$ cat config.mk
export PLATFORM = sky130hd
export DESIGN_NAME = light_scheduler
export DESIGN_NICKNAME = d
export VERILOG_FILES = /design/src/rtl/light_scheduler.sv
export SDC_FILE = /design/constraint.sdc
export NUM_CORES = 1
export LEC_CHECK = 0
export ABC_AREA = 1
export CORE_MARGIN = 4
export CORE_UTILIZATION = 35
export DETAILED_ROUTE_END_ITERATION = 8
export DONT_BUFFER_PORTS = 1
export PLACE_DENSITY_LB_ADDON = 0.05
export SETUP_SLACK_MARGIN = 0.5
export SLEW_MARGIN = 20
export SYNTH_ARGS = -nofsm -noshare
export SYNTH_HDL_FRONTEND = slang
export SYNTH_SLANG_ARGS = --single-unit
$ cat constraint.sdc
create_clock -name clk -period 3.65 [get_ports clk]
set_input_delay 0.73 -clock clk [delete_from_list [all_inputs] [get_ports clk]]
set_output_delay 0.73 -clock clk [all_outputs]
set_load 0.02 [all_outputs]
$ cat src/rtl/light_scheduler.sv
// light_scheduler: queues live/demo key codes and shows each for a fixed hold time followed by a dark gap
module light_scheduler #(
  parameter int HOLD_CYCLES = 10_000_000,
  parameter int GAP_CYCLES  = 1_000_000,
  parameter int FIFO_DEPTH  = 4
) (
  input  logic       clk,
  input  logic       rstb,
  input  logic       key_valid_i,
  input  logic [7:0] key_code_i,
  output logic       key_ready_o,
  input  logic       demo_valid_i,
  input  logic [7:0] demo_code_i,
  output logic       demo_ready_o,
  input  logic       clr_ovf_i,
  output logic [7:0] sel_out_o,
  output logic       busy_o,
  output logic       overflow_o
);
  localparam int MAXC = HOLD_CYCLES > GAP_CYCLES ? HOLD_CYCLES : GAP_CYCLES;
  localparam int CW = $clog2(MAXC + 1);
  localparam int AW = $clog2(FIFO_DEPTH);
  localparam int NW = AW + 1;
  localparam logic [CW-1:0] HOLD_LD = CW'(HOLD_CYCLES - 1);
  localparam logic [CW-1:0] GAP_LD = CW'(GAP_CYCLES > 0 ? GAP_CYCLES - 1 : 0);

  typedef enum logic [1:0] {IDLE, SHOW, GAP} state_t;

  logic [7:0]    fifo_q [FIFO_DEPTH];
  logic [AW-1:0] wr_q, rd_q;
  logic [NW-1:0] count_q, count_d;
  state_t        state_q, state_d;
  logic [CW-1:0] cnt_q, cnt_d;
  logic [7:0]    sel_q, sel_d;
  logic          ovf_q, ovf_d;
  logic          push_live, push_demo, push, pop, drop;
  logic [7:0]    head, wdata;

  assign key_ready_o  = count_q != NW'(FIFO_DEPTH);
  assign demo_ready_o = !key_valid_i && count_q == '0 && state_q == IDLE;
  assign push_live    = key_valid_i && key_ready_o;
  assign push_demo    = demo_valid_i && demo_ready_o;
  assign push         = push_live || push_demo;
  assign drop         = key_valid_i && !key_ready_o;
  assign wdata        = push_live ? key_code_i : demo_code_i;
  assign head         = fifo_q[rd_q];
  assign count_d      = count_q + NW'(push) - NW'(pop);
  assign ovf_d        = drop || (ovf_q && !clr_ovf_i);
  assign sel_out_o    = sel_q;
  assign busy_o       = state_q != IDLE || count_q != '0;
  assign overflow_o   = ovf_q;

  // Display sequencing: pop a code into SHOW, count down hold then gap, chain or go idle
  always_comb begin
    state_d = state_q;
    cnt_d   = cnt_q;
    sel_d   = sel_q;
    pop     = 1'b0;
    unique case (state_q)
      IDLE:
        if (count_q != '0) begin
          pop     = 1'b1;
          sel_d   = head;
          cnt_d   = HOLD_LD;
          state_d = SHOW;
        end
      SHOW:
        if (cnt_q != '0) cnt_d = cnt_q - CW'(1);
        else if (GAP_CYCLES > 0) begin
          sel_d   = '0;
          cnt_d   = GAP_LD;
          state_d = GAP;
        end else if (count_q != '0) begin
          pop   = 1'b1;
          sel_d = head;
          cnt_d = HOLD_LD;
        end else begin
          sel_d   = '0;
          state_d = IDLE;
        end
      GAP:
        if (cnt_q != '0) cnt_d = cnt_q - CW'(1);
        else if (count_q != '0) begin
          pop     = 1'b1;
          sel_d   = head;
          cnt_d   = HOLD_LD;
          state_d = SHOW;
        end else state_d = IDLE;
      default: state_d = IDLE;
    endcase
  end

  // Control state, queue pointers/occupancy and sticky overflow
  always_ff @(posedge clk) begin
    if (!rstb) begin
      state_q <= IDLE;
      cnt_q   <= '0;
      sel_q   <= '0;
      ovf_q   <= 1'b0;
      wr_q    <= '0;
      rd_q    <= '0;
      count_q <= '0;
    end else begin
      state_q <= state_d;
      cnt_q   <= cnt_d;
      sel_q   <= sel_d;
      ovf_q   <= ovf_d;
      wr_q    <= wr_q + AW'(push);
      rd_q    <= rd_q + AW'(pop);
      count_q <= count_d;
    end
  end

  // Queue storage; contents need no reset since pointers define validity
  always_ff @(posedge clk) begin
    if (rstb && push) fifo_q[wr_q] <= wdata;
  end
endmodule

==> results of run 1 <==
## state kept, by name (all words and copies together), names as in the netlist
signal      cells
count_q         3
sel_out_o       8
rd_q            2
cnt_q          24
overflow_o      1
fifo_q         32
state_q         2
wr_q            2
## worst max-delay path, cell delays in order (launching register included)
cell and delay (ps):
dfxtp_1 350, nor2_1 180, nand2_1 250, nor2_1 150, inv_1 160, nor2_2 270, nand2_1 90, nand2_1 100
inv_1 60, ha_1 260, inv_1 50, ha_1 130, inv_1 50, fa_1 350, inv_1 70, o21ai_0 80
a21oi_1 110
## path summary, 6_finish.rpt
path,start,to
worst max-delay path,count_q[1],count_q[2]
worst min-delay path,cnt_q[5],cnt_q[5]
worst max register to register,count_q[1],count_q[2]
worst min register to register,cnt_q[5],cnt_q[5]
## routing by layer
layer	track usage [%]	wire (um)
met4	5.104	114
met2	25.24	4680
met1	25.15	5444
met5	0	0
met3	4.700	629
## cells by family (layout without fill, tap and decap cells)
| logic type | count (synthesis) | after routing | share of synthesized area [%] |
|---|---|---|---|
| muxes | 8 | 8 | 2.211 |
| and+or+nand+nor | 244 | 244 | 27.36 |
| DFF | 74 | 74 | 44.21 |
| xor gates and xnor gates | 4 | 4 | 0.8596 |
| buffers and inverters | 76 | 83 | 7.491 |
| AOI/OAI and AO/OA | 111 | 111 | 14.31 |
| adders and majority gates | 11 | 11 | 3.562 |
## cell usage in the layout, fill, tap and decap left out, drive strengths merged, types with 6 or more instances in the layout
master	n
a21oi	38
a31oi	6
buf	8
clkbuf	10
clkinv	6
dfxtp	42
edfxtp	32
ha	10
inv	57
mux2	8
nand2	76
nand3	44
nand4	9
nor2	101
nor3	7
o21ai	62
## cell usage after synthesis (6+ instances only)
| cell | n | area [um2] |
|---|---|---|
| inv_1 | 55 | 206.5 |
| nor3_1 | 7 | 35.03 |
| buf_2 | 6 | 30.03 |
| nand4_1 | 9 | 56.30 |
| a21oi_1 | 37 | 185.2 |
| dfxtp_1 | 42 | 840.8 |
| ha_1 | 10 | 125.1 |
| nor2_1 | 87 | 326.6 |
| a31oi_1 | 6 | 37.54 |
| nand3_1 | 42 | 210.2 |
| clkbuf_1 | 9 | 33.78 |
| mux2_2 | 8 | 90.09 |
| edfxtp_1 | 32 | 960.9 |
| nor2_2 | 12 | 75.07 |
| nand2_1 | 70 | 262.8 |
| o21ai_0 | 58 | 290.3 |
## final cells by class
| class | count | share of cell area [%] |
|---|---|---|
| Clock inverter | 6 | 0.9434 |
| Clock buffer | 10 | 5.078 |
| Tap cell | 143 | 3.968 |
| Timing Repair Buffer | 8 | 1.332 |
| Sequential cell | 74 | 39.96 |
| Inverter | 59 | 5.022 |
| Multi-Input combinational cell | 378 | 43.70 |
## per-stage QoR
step / power [W] / util [%]
final: 0.003982 / 39.49
after global routing: 0.004362 / 39.49
after CTS: 0.004015 / 39.47
after detailed placement: 0.003174 / 37.09
after global placement: 0.003161 / 37.09
after floorplan: 0.002686 / -
## what timing repair did
action,in CTS,in global routing
hold buffers,0,0
endpoints found under the setup margin,0,1
gates resized for setup,0,1
## report_power, final
group	total (W)	internal [W]	switching, W	leakage (nW)
Clock	0.000817	0.000461	0.000356	0.129
Sequential	0.00128	0.00106	0.000222	0.637
Combinational	0.00188	0.000606	0.00127	1.02
Total	0.00398	0.00213	0.00185	1.79
==> flow_metrics.tcl, run 1 <==
set metrics [dict create \
    clk_path_buf_depth 2 \
    register_area_um2 1802 \
    syn_avg_cell_area_um2 7.718 \
    worst_slack_ps 879.0 \
    syn_area_um2 4075 \
    synthCells 528 \
    die_y_um 115.9 \
    ys_seq_area_share_pct 44.21 \
    io_pins 33 \
    grt_pass1_wl_mm 17.51 \
    fill_cells 1216 \
    gp_congestion 0.8637 \
    leakage_nw 1.785 \
    period_minus_slack_ps 2771 \
    finalNonFillerCells 678 \
    finalNetCount 562 \
    r2r_slack_ps 880 \
    min_path_type "register to register" \
    drt-total-wl_mm 10.87 \
    max_freq_ghz 0.3609 \
    yosysWarnings 0 \
    dp_slack_ps 734.6 \
    setup_tns_ps 0 \
    vias 3471 \
    netlist-cell-type-count 38 \
    async_reset_ff_share_pct 0 \
    h-tree-depth 3 \
    dpl_cell_area_um2 4235 \
    crit_arrival_ps 3040 \
    overflow 0 \
    die-area_um2 13430 \
    grt_max_degree 35 \
    clk_pin_slew_ps 60 \
    path_class "register to register" \
    vdd_drop_max_uv 419.1 \
    ant_nets 0 \
    grt_usage_pct 17.35 \
    drt_first_pass_iters 5 \
    post_cts_buffers 0 \
    initial_core_util_pct 35.69 \
    max_cap_viol_count 0 \
    startpoint_type "register" \
    setup_violations 0 \
    holdPathStages 2 \
    route.detailed.drc 0 \
    status "complete, no violations" \
    synth_edf_count 32 \
    first_iter_violations 326 \
    rsz0062_at_grt "no" \
    critPathCaptureType "register" \
    dp_hpwl_mm 7.531 \
    cts_tree "done" \
    root_buffer "clkbuf_16" \
    relSlewSlack_pct 49.73 \
    port_buffers 0 \
    areaGrowthSynthToFinish_pct 10.65 \
    synth_seq_cells 74 \
    fin_crit_sh_pct 75.92 \
    cp_max_fo 11 \
    ys.flop_type "dfxtp_1" \
    core_area_um2 11420 \
    final-max-slew-violation-count 0 \
    hold_slack_ps 482.6 \
    required_ps 3920 \
    clk_latency_ps 340 \
    diodes 0 \
    drive_above_1_share_pct 11.03 \
    wire_per_inst_um 16.03 \
    p_per_area_nw_per_um2 883.0 \
    rows 39 \
    final_area_um2 4509 \
    fp.dieW_um 115.9 \
    placedCellCount 662 \
    grt_pass1_vias 3242 \
    reg2reg_depth 16 \
    via_per_inst 5.119 \
    cts_made_buffers 9 \
    multi_input_area_um2 1971 \
    antenna_found_initial 0 \
    worst_pin_slew_ps 753.1 \
    skew_ps 7.537 \
    synth_nets 560 \
    clock-sinks 74 \
    final_hold_viol_count 0 \
]
Power figures use the tool's default switching activity.
==> run 2, diff against run 1 <==
ABC_AREA = 0   (was 1)
clock period = 2.5 ns   (was 3.65 ns; I/O delays follow)
==> run 2 against run 1 <==
Net effect:
- the flow now finishes with violations (setup timing)
- non-clock buffer count up 77
- synthesized cell count down 27%
- via count up 1.4%
- largest cell class unchanged
- flip-flop and latch count unchanged
- core utilization up 8.0 points
- count of clock-buffer cells in the layout down 1
- global-route usage up 1.5 points
==> flow_metrics.tcl, run 2 <==
set metrics [dict create \
    path_class "register to register" \
    yosysWarnings 0 \
    clk_path_buf_depth 2 \
    final_hold_viol_count 0 \
    mostFrequentLayoutCells "buf_4, dfxtp_1, edfxtp_1" \
    p_per_area_nw_per_um2 1318 \
    die-area_um2 13380 \
    ant_nets 0 \
    drt-total-wl_mm 12.28 \
    finalNetCount 495 \
    largest-register "fifo_q" \
    synth_most_common_cell "dfxtp_1" \
    slowest_stage "or3_4" \
    areaGrowthSynthToFinish_pct 33.03 \
    worst_slack_ps -150.8 \
    async_reset_ff_share_pct 0 \
    placedCellCount 575 \
    clk_pin_slew_ps 60 \
    drive_above_1_share_pct 41.67 \
    reg2reg_to "count_q[2]" \
    rows 39 \
    die_y_um 115.7 \
    port_buffers 0 \
    overflow 0 \
    cp_slowest_stage_delay_ps 360 \
    synth_top_area_cell "edfxtp_1" \
    grt_pass1_vias 3396 \
    synth_top_area_share_pct 23.68 \
    skew_ps 7.059 \
    crit_path_cell_trace "or2_4 > or3_4 > nor3_4 > a21oi_1 > nor2_1 > ha_1 > inv_1 > ha_1 > inv_1 > fa_2 > xor2_1 > xnor2_1 > nor2_1" \
    route.detailed.drc 0 \
    syn_avg_cell_area_um2 10.54 \
    core_area_um2 11370 \
    relSlewSlack_pct 56.49 \
    fp.dieW_um 115.7 \
    fin_crit_sh_pct 106.0 \
    drt_first_pass_iters 5 \
    reg2reg_depth 13 \
    period_minus_slack_ps 2651 \
    diodes 0 \
    violations "setup timing" \
    r2r-start "cnt_q[17]" \
    grt_max_degree 26 \
    required_ps 2730 \
    largest_register_ffs 32 \
    clock-sinks 74 \
    worst_pin_slew_ps 651.7 \
    max_cap_viol_count 0 \
    via_per_inst 5.759 \
    cts_made_buffers 9 \
    synthTopCellsByCount "dfxtp_1, a21oi_1, edfxtp_1" \
    ys.flop_type "dfxtp_1" \
    wire_per_inst_um 20.09 \
    vdd_drop_max_uv 517.2 \
    hold_slack_ps 278.0 \
    initial_core_util_pct 35.69 \
    worst-path-buf-inv 2 \
    cp_max_fo 2 \
    leakage_nw 1.988 \
    grt_usage_pct 18.84 \
    final-max-slew-violation-count 0 \
    r2r_slack_ps -150 \
    status "complete, but fails checks" \
    grt_pass1_wl_mm 18.88 \
    fill_cells 1061 \
    min_path_type "input pin to register" \
    holdPathStages 1 \
    synth_edf_count 32 \
    syn_area_um2 4058 \
    synth.area.top_cells "edfxtp_1, dfxtp_1, mux4_2" \
    max_freq_ghz 0.3772 \
    final_common_cell "buf_4" \
    setup_violations 2 \
    gp_congestion 0.9091 \
    min_to "wr_q[0]" \
    synth_seq_cells 74 \
    vias 3519 \
    first_iter_violations 324 \
    register_area_um2 1817 \
    finalNonFillerCells 611 \
    crit_arrival_ps 2880 \
    ys_seq_area_share_pct 44.40 \
    netlist-cell-type-count 73 \
    crit_family "simple AND/OR/NAND/NOR gates" \
    hold_buffers 0 \
    startpoint_type "register" \
    synthCells 385 \
    dp_hpwl_mm 8.802 \
    antenna_found_initial 0 \
    rsz0062_at_grt "yes" \
    holdCritStartpoint "rstb" \
    io_pins 33 \
    clk_latency_ps 340 \
    root_buffer "clkbuf_16" \
    critPathCaptureType "register" \
    multi_input_area_um2 2331 \
    cts_tree "done" \
    h-tree-depth 3 \
    synth_nets 417 \
]
run 2: cell count changes after synthesis, moves of 7 or more:
cell / previous run / this run
inv_1: 55 / 18
mux4_2: 0 / 8
nand2_1: 70 / 11
nand3_1: 42 / 4
nand4b_1: 0 / 9
nor2_1: 87 / 30
nor2_2: 12 / 0
nor3_1: 7 / 16
o211ai_1: 0 / 7
o21ai_0: 58 / 19
run 2: area by class of cell:
class | count | area share, %
sequential | 74 | 33.66
clock inverter | 7 | 1.530
multi-input combinational | 275 | 43.19
timing repair buffer | 85 | 12.80
tap | 143 | 3.315
clock buffer | 9 | 4.172
inverter | 18 | 1.344
run 2: stage by stage:
| step | power [W] | worst slack (ps) | cell area (um2) | util, % | setup TNS, ps |
|---|---|---|---|---|---|
| detailed placement | 0.005131 | -227.6 | 4646 | 40.86 | -232.4 |
| global placement | 0.005134 | -190.3 | 4646 | 40.86 | -190.3 |
| CTS | 0.006757 | -142.2 | 5181 | 45.57 | -160.9 |
| finish | 0.007115 | -150.8 | 5398 | 47.47 | -192.7 |
| floorplan | 0.003907 | -203.9 | 4096 | - | -215.5 |
| global route | 0.007538 | -312.9 | 5398 | 47.47 | -473.3 |
run 2: how the worst max path moves through the flow:
stage	from	to	slack [ps]	cells after the start
floorplan	cnt_q[17]	count_q[2]	-200	13
finish	cnt_q[17]	count_q[2]	-150	13
global placement	cnt_q[17]	count_q[2]	-190	13
detailed placement	cnt_q[17]	count_q[2]	-230	13
global route	cnt_q[17]	count_q[2]	-310	13
CTS	cnt_q[17]	count_q[2]	-140	13
run 2: where the power goes:
part | internal, W | total (W) | switching [W]
sequential | 0.00159 | 0.00191 | 0.000321
combinational | 0.00176 | 0.00386 | 0.00210
clock | 0.000790 | 0.00135 | 0.000560
run 2: layer usage:
metal	track usage, %	vias to the layer above	wire length [um]
met2	27.62	141	5407
met3	4.282	33	973
met4	6.110	0	237
met5	0	-	0
li1	-	1662	-
met1	27.55	1683	5660
run 2: cells by family after synthesis:
| logic type | share of synthesized area, % |
|---|---|
| buf+inv | 4.563 |
| compound gates | 19.37 |
| fa+ha+maj | 3.577 |
| simple gates | 19.67 |
| flops | 44.40 |
| mux | 6.907 |
| xor+xnor | 1.511 |
run 2: worst register-to-register path: stages, from the launching register on:
cell and delay (ps):
dfxtp_2 320, or2_4 240, or3_4 360, nor3_4 220, a21oi_1 90, nor2_1 150, ha_1 250, inv_1 50
ha_1 130, inv_1 50, fa_2 330, xor2_1 160, xnor2_1 130, nor2_1 50
run 2: timing repair:
item	in CTS	in global routing
resized for setup	31	46
setup endpoints to repair	38	67
buffers inserted	14	6
pin swaps	15	16
==> run 3, diff against run 2 <==
CELL_PAD_IN_SITES_DETAIL_PLACEMENT = 1   (was unset)
CELL_PAD_IN_SITES_GLOBAL_PLACEMENT = 1   (was unset)
CORE_UTILIZATION = 46   (was 35)
==> run 3 against run 2 <==
Net effect:
- critical endpoint unchanged
- core utilization increased by 17 points
- sequential share of layout area decreased by 0.83 points
- first-iteration DRC count decreased by 6.5%
- critical path type unchanged
- non-clock buffer count increased by 7
- the flow still finishes with violations (setup timing)
==> flow_metrics.tcl, run 3 (synthesis gave the netlist of run 2 again) <==
set metrics [dict create \
    hold_buffers 0 \
    required_ps 2730 \
    placedCellCount 535 \
    finalNonFillerCells 584 \
    comb_power_share_pct 61.1 \
    vias 3739 \
    cts_made_buffers 9 \
    path_class "register to register" \
    h-tree-depth 3 \
    final-max-slew-violation-count 0 \
    ant_nets 0 \
    drive_above_1_share_pct 46.85 \
    via_per_inst 6.402 \
    status "complete, but fails checks" \
    clk_path_buf_depth 2 \
    hold_slack_ps 279.0 \
    wire_per_inst_um 24.71 \
    max_cap_viol_count 0 \
    p_seq_share_pct 25.9 \
    clk_pin_slew_ps 80 \
    r2r-start "cnt_q[17]" \
    p_sw_w 0.003295 \
    die_y_um 101.9 \
    die-area_um2 10390 \
    startpoint_type "register" \
    areaGrowthSynthToFinish_pct 36.57 \
    worst_pin_slew_ps 690.1 \
    diodes 0 \
    core_area_um2 8636 \
    rows 34 \
    vdd_drop_max_uv 759.8 \
    setup_violations 3 \
    largest-register "fifo_q" \
    initial_core_util_pct 46.99 \
    first_iter_violations 303 \
    crit_start "cnt_q[17]" \
    violations "setup timing" \
    overflow 0 \
    period_minus_slack_ps 2699 \
    gp_congestion 0.9156 \
    final_common_cell "buf_4" \
    p_per_area_nw_per_um2 1334 \
    fin_crit_sh_pct 108.0 \
    root_buffer "clkbuf_8" \
    fp.dieW_um 101.9 \
    largest_register_ffs 32 \
    holdCritStartpoint "rstb" \
    rsz0062_at_grt "yes" \
    setup_tns_ps -287.9 \
    final_hold_viol_count 0 \
    swShare_pct 44.58 \
    min_path_type "input pin to register" \
    p_int_w 0.004097 \
    mostFrequentLayoutCells "buf_4, dfxtp_1, edfxtp_1" \
    drt-total-wl_mm 14.43 \
    cp_max_fo 2 \
    finalNetCount 503 \
    io_pins 33 \
    port_buffers 0 \
    route.detailed.drc 0 \
    relSlewSlack_pct 53.93 \
    skew_ps 11.46 \
    grt_max_degree 26 \
    clkPwrFrac_pct 12.9 \
    grt_pass1_wl_mm 21.29 \
    clk_latency_ps 350 \
    grt_usage_pct 27.03 \
    max_freq_ghz 0.3705 \
    dp_hpwl_mm 9.228 \
    critPathCaptureType "register" \
    leakage_nw 2.043 \
    drt_first_pass_iters 5 \
    worst_slack_ps -199.4 \
    grt_pass1_vias 3789 \
    crit_arrival_ps 2930 \
    dp_slack_ps -272.6 \
    antenna_found_initial 0 \
    utilization_pct 64.17 \
    clock-sinks 74 \
    cts_tree "done" \
]
[run 3: final timing paths]
path / end / slack, ps / cells after the start
setup / recovery: count_q[2] / -200 / 13
hold / removal: wr_q[0] / 280 / 1
setup reg to reg: count_q[2] / -200 / 13
hold reg to reg: count_q[2] / 580 / 2
[run 3: stage by stage]
step / cell area (um2) / total power, W
2_1_floorplan: 4096 / 0.003907
3_3_place_gp: 4577 / 0.005010
3_5_place_dp: 4577 / 0.005119
4_1_cts: 5135 / 0.006642
5_1_grt: 5542 / 0.007798
6_report: 5542 / 0.007393
[run 3: layout make-up]
class,count,area [um2]
clock buffer,10,127.6
clock inverter,6,65.06
fill,899,3094
inverter,18,70.07
multi-input combinational,276,2520
sequential,74,1819
tap,108,135.1
timing repair buffer,92,804.5
[run 3: what timing repair did]
item | in CTS | in global routing
gates cloned | 0 | 1
pin swaps | 17 | 40
gates resized for setup | 62 | 57
buffers inserted | 15 | 17
endpoints found under the setup margin | 37 | 105
[run 3: metal layers]
metal  global-route usage, %  vias to the layer above  routed length (um)  part of all wire (%)
met2                   43.51                      153                6971                    48
li1                        -                     1682                   -                     -
met4                   7.669                        0                 369                   2.6
met3                   4.642                       39                 950                   6.6
met1                   37.77                     1865                6139                    43
met5                       0                        -                   0                     0
[run 3: worst max-delay path: stages (launching register included)]
cell and delay (ps):
dfxtp_2 320, or2_4 240, or3_4 360, nor3_4 230, a21oi_2 110, nor2_2 130, ha_1 250, inv_1 70
ha_1 150, inv_1 50, fa_2 350, xor2_2 150, xnor2_1 130, nor2_1 50
[run 3: power by group through the flow]
stage / Sequential [W] / Combinational (W) / Clock [W]
2_1_floorplan: 0.00190 / 0.00201 / 0
3_3_place_gp: 0.00190 / 0.00311 / 0
3_5_place_dp: 0.00192 / 0.00320 / 0
4_1_cts: 0.00191 / 0.00377 / 0.000961
5_1_grt: 0.00196 / 0.00480 / 0.00103
6_report: 0.00192 / 0.00452 / 0.000956
